--- config.mk ---
export PLATFORM = sky130hd
export DESIGN_NAME = sign_magnitude_decoder
export DESIGN_NICKNAME = d
export VERILOG_FILES = /design/src/rtl/sign_magnitude_decoder.sv
export SDC_FILE = /design/constraint.sdc
export NUM_CORES = 1
export LEC_CHECK = 0
export CORE_ASPECT_RATIO = 0.6
export CORE_UTILIZATION = 40
export CTS_CLUSTER_DIAMETER = 80
export DETAILED_ROUTE_END_ITERATION = 8
export PLACE_DENSITY = 0.66
export SETUP_SLACK_MARGIN = 0.1
export SYNTH_ARGS = -nofsm -noshare
export SYNTH_HDL_FRONTEND = slang
export SYNTH_SLANG_ARGS = --single-unit
--- constraint.sdc ---
create_clock -name clk -period 3.15 [get_ports clk]
set_clock_uncertainty 0.15 [all_clocks]
set_input_delay 0.63 -clock clk [delete_from_list [all_inputs] [get_ports clk]]
set_output_delay 0.63 -clock clk [all_outputs]
set_load 0.02 [all_outputs]
--- src/rtl/sign_magnitude_decoder.sv ---
// sign_magnitude_decoder: bit-serial two's-complement to sign-magnitude converter, LSB first.
// Optional build macro SIGNMAG_SATURATE_EN clamps the most-negative input to 2^(WIDTH-1)-1.
`default_nettype none

module sign_magnitude_decoder #(
    parameter int WIDTH = 16
) (
    input  logic             clk,
    input  logic             rst_n,
    input  logic             in_valid,
    output logic             in_ready,
    input  logic [WIDTH-1:0] in_word,
    output logic             out_valid,
    input  logic             out_ready,
    output logic             out_sign,
    output logic [WIDTH-1:0] out_magnitude,
    output logic             out_zero,
    output logic             out_min_neg,
    output logic             busy
);

    localparam int CW = $clog2(WIDTH + 1);
    localparam logic [WIDTH-1:0] MIN_NEG = {1'b1, {(WIDTH-1){1'b0}}};
`ifdef SIGNMAG_SATURATE_EN
    localparam logic [WIDTH-1:0] MAX_POS = {1'b0, {(WIDTH-1){1'b1}}};
`endif

    typedef enum logic [1:0] {
        S_IDLE  = 2'd0,
        S_SHIFT = 2'd1,
        S_DONE  = 2'd2
    } state_t;

    state_t           state_q;
    logic [WIDTH-1:0] shift_q;
    logic [WIDTH-1:0] mag_q;
    logic [CW-1:0]    count_q;
    logic             sign_q;
    logic             seen_q;
    logic             zero_q;
    logic             min_neg_q;

    logic             bit_d;
    logic [WIDTH-1:0] mag_d;
    logic             last_d;
    logic             min_neg_d;

    // Serial complement: bits pass unchanged until the first 1 has gone by, then invert.
    always_comb begin
        bit_d     = shift_q[0] ^ (sign_q & seen_q);
        mag_d     = {bit_d, mag_q[WIDTH-1:1]};
        last_d    = (count_q == CW'(WIDTH - 1));
        min_neg_d = sign_q && (mag_d == MIN_NEG);
    end

    always_ff @(posedge clk) begin
        if (!rst_n) begin
            state_q   <= S_IDLE;
            shift_q   <= '0;
            mag_q     <= '0;
            count_q   <= '0;
            sign_q    <= 1'b0;
            seen_q    <= 1'b0;
            zero_q    <= 1'b0;
            min_neg_q <= 1'b0;
        end else begin
            case (state_q)
                S_IDLE: begin
                    if (in_valid && in_ready) begin
                        state_q   <= S_SHIFT;
                        shift_q   <= in_word;
                        sign_q    <= in_word[WIDTH-1];
                        seen_q    <= 1'b0;
                        count_q   <= '0;
                        mag_q     <= '0;
                        zero_q    <= 1'b0;
                        min_neg_q <= 1'b0;
                    end
                end
                S_SHIFT: begin
                    shift_q <= {1'b0, shift_q[WIDTH-1:1]};
                    seen_q  <= seen_q | shift_q[0];
                    count_q <= count_q + CW'(1);
                    mag_q   <= mag_d;
                    if (last_d) begin
                        state_q   <= S_DONE;
                        zero_q    <= (mag_d == '0);
                        min_neg_q <= min_neg_d;
`ifdef SIGNMAG_SATURATE_EN
                        if (min_neg_d) begin
                            mag_q <= MAX_POS;
                        end
`endif
                    end
                end
                S_DONE: begin
                    if (out_ready) begin
                        state_q <= S_IDLE;
                    end
                end
                default: state_q <= S_IDLE;
            endcase
        end
    end

    assign in_ready      = (state_q == S_IDLE);
    assign busy          = (state_q == S_SHIFT);
    assign out_valid     = (state_q == S_DONE);
    assign out_sign      = sign_q;
    assign out_magnitude = mag_q;
    assign out_zero      = zero_q;
    assign out_min_neg   = min_neg_q;

endmodule

`default_nettype wire

==> flow_metrics.py <==
metrics = {
    "timing": {
        "fin_crit_sh_pct": 72.9,
        "max_clock_freq_mhz": 435,
        "slew_headroom_pct": 59.5,
        "grt_setup_unrepaired": "false",
        "hold_slack_ps": 338,
        "tightest_slew_ps": 608,
        "hold_viol_final": 0,
        "min_period_ps": 2300,
        "finalSetupViolations": 0,
        "fin_tns_setup_ps": 0,
        "drv_slew": 0,
        "setup_slack_ps": 854,
    },
    "worst_setup_path": {
        "cp.arrival_ps": 1520,
        "critPathMaxFanout": 12,
        "r2r-end": "out_min_neg",
        "crit_path_cell_trace": "buf_4 > nor2b_4 > clkdlybuf4s50_1",
        "cp_slowest_cell": "clkdlybuf4s50_1",
        "crit_type": "register to output port",
        "critPathCaptureType": "output port",
        "path_buf_inv": 2,
        "cp-start-kind": "register",
        "r2r_slack_ps": 1300,
        "path_delay_family": "buffers and inverters",
        "crit_required_ps": 2370,
        "r2r_cells": 6,
        "slowest_delay_ps": 610,
        "rr_startpoint": "count_q[0]",
    },
    "synthesis": {
        "yosys.cell_types.count": 36,
        "yosys_warnings": 0,
        "yosys-top-cells-area": "dfxtp_1, mux2i_1, nor2_1",
        "syn_area_per_cell_um2": 9.51,
        "syn_nets": 218,
        "synth_seq_cells": 43,
        "synth_common_cells": "dfxtp_1, nor2_1, a22oi_1, a211oi_1, mux2i_1",
        "netlist_area_um2": 1860,
        "yosys.area.top_type_share_pct": 46.2,
        "synth_edf_count": 0,
        "async_flop_share_pct": 0,
        "syn_inst": 196,
        "ys_seq_area_share_pct": 46.2,
        "synthMostInstantiatedCell": "dfxtp_1",
        "synth-main-ff-cell": "dfxtp_1",
        "synth_top_cell_by_area": "dfxtp_1",
    },
    "floorplan": {
        "dieArea_um2": 4940,
        "start_util_pct": 43.5,
        "rows": 18,
        "pin_count": 42,
        "design.core.area_um2": 4280,
        "die_w_um": 90.1,
        "dieHeight_um": 54.9,
    },
    "final_layout": {
        "final_core_util_pct": 55.3,
        "fill_cells": 406,
        "design_area_um2": 2370,
        "drive_above_1_share_pct": 6.03,
        "area_growth_pct": 27.1,
        "final_cells": 292,
        "multi_input_area_um2": 880,
        "fin_nets": 255,
        "regArea_um2": 861,
        "antennaDiodeCount": 0,
    },
    "placement": {
        "hpwl_um": 2650,
        "dp_cells": 286,
        "post_dp_cell_area_um2": 2290,
        "place_ws_ps": 805,
        "place.gp.congestion": 0.700,
        "io_buffers": 41,
    },
    "clock_network": {
        "cts_buffers": 5,
        "clk_pin_slew_ps": 70,
        "clock-root-buffer": "clkbuf_8",
        "ctsResizeCount": 0,
        "cts_buffer_depth": 2,
        "cts.sinks": 43,
        "htreeDepth": 2,
        "postCtsSetupBuffers": 0,
        "insertion_delay_ps": 290,
        "cts_tree": "yes",
        "ctsHoldBuffers": 0,
    },
    "routing": {
        "viasPerCell": 5.22,
        "wl_um": 3960,
        "dr.pass1.iters": 5,
        "num_vias": 1525,
        "wl_per_cell_um": 13.6,
        "drtIter0Drc": 64,
        "drc": 0,
        "drtAntennaViolNets": 0,
    },
    "power": {
        "p_int_mw": 0.779,
        "power_switching_mw": 0.251,
        "p_seq_share_pct": 56.4,
        "combPwrFrac_pct": 12.9,
        "ir_worst_vdd_mv": 0.193,
        "switching_share_pct": 24.4,
        "p_total_mw": 1.03,
        "pwr-share-clk_pct": 30.7,
        "leakagePower_nw": 0.881,
        "power-per-cell-area_nw_per_um2": 435,
    },
    "global_routing": {
        "grt_max_degree": 40,
        "grt_usage_pct": 17.2,
        "overflow": 0,
        "antenna_found_initial": 0,
        "grt_pass1_vias": 1256,
        "grt_first_pass_wirelength_um": 6380,
    },
    "run_status": {
        "status": "completed",
    },
    "worst_hold_path": {
        "min_to": "shift_q[15]",
        "worstHoldStart": "shift_q[15]",
        "whs_path_depth": 2,
        "min_path_type": "register to register",
    },
    "run": {
        "cap_violations": 0,
    },
}
[power by group through the flow]
stage	registers (mW)	logic [mW]	clock network, mW
after CTS	0.581	0.134	0.328
after detailed placement	0.593	0.134	0
after global placement	0.593	0.133	0
after floorplan	0.591	0.0920	0
final	0.581	0.133	0.316
after global routing	0.584	0.148	0.347
[routing by layer]
| layer | global-route usage (%) | part of all wire, % |
|---|---|---|
| met4 | 8.87 | 1.9 |
| met2 | 20.4 | 37 |
| met3 | 4.86 | 5.5 |
| met5 | 0 | 0 |
| met1 | 26.5 | 56 |
[worst min-delay path, cell delays in order, from the launching register on]
cell and delay [ps]:
dfxtp_1 330, nand2_1 60, a21oi_1 60
[placed cells by master (no fill, tap or decap), types with 2 or more instances in the layout]
master / Yosys / layout
inv_1: 5 / 5
nor2_1: 37 / 37
a211oi_1: 17 / 17
dfxtp_1: 43 / 43
a21oi_1: 4 / 4
nor3b_1: 2 / 2
o31ai_1: 2 / 2
nand2_1: 4 / 4
nand3_1: 2 / 2
mux2i_1: 17 / 17
ha_1: 2 / 2
nand3b_1: 2 / 2
buf_4: 1 / 4
clkbuf_8: 0 / 5
o21ai_0: 4 / 4
clkdlybuf4s50_1: 0 / 41
a22oi_1: 18 / 18
nor4_1: 3 / 3
o211ai_1: 2 / 2
nor2b_1: 3 / 3
[how the worst max path moves through the flow]
stage                          start     endpoint  slack (ps)  depth (start not counted)
after floorplan           state_q[1]    out_valid        1470                          2
after global placement      in_valid  shift_q[10]         860                          4
after detailed placement    in_valid   shift_q[1]         800                          4
after CTS                 state_q[1]         busy         830                          3
after global routing      state_q[1]         busy         790                          3
final                     state_q[1]         busy         850                          3
[registers in the layout, summed over array words and instances (netlist names)]
signal         flops
seen_q             1
out_zero           1
out_magnitude     16
state_q            2
out_sign           1
out_min_neg        1
shift_q           16
count_q            5
[cell families after synthesis]
logic type / after synthesis / synth area share (%)
compound gates: 53 / 21.3
xor+xnor: 1 / 0.470
fa+ha+maj: 2 / 1.34
buf+inv: 21 / 6.85
flops: 43 / 46.2
mux: 17 / 9.13
simple gates: 59 / 14.7
[area by class of cell]
type                            instances  area share [%]
Sequential cell                        43            36.4
Multi-Input combinational cell        132            37.2
Inverter                                5           0.793
Timing Repair Buffer                   46            19.5
Clock buffer                            6            3.07
Tap cell                               60            3.17
(Power assumes the default switching activity.)
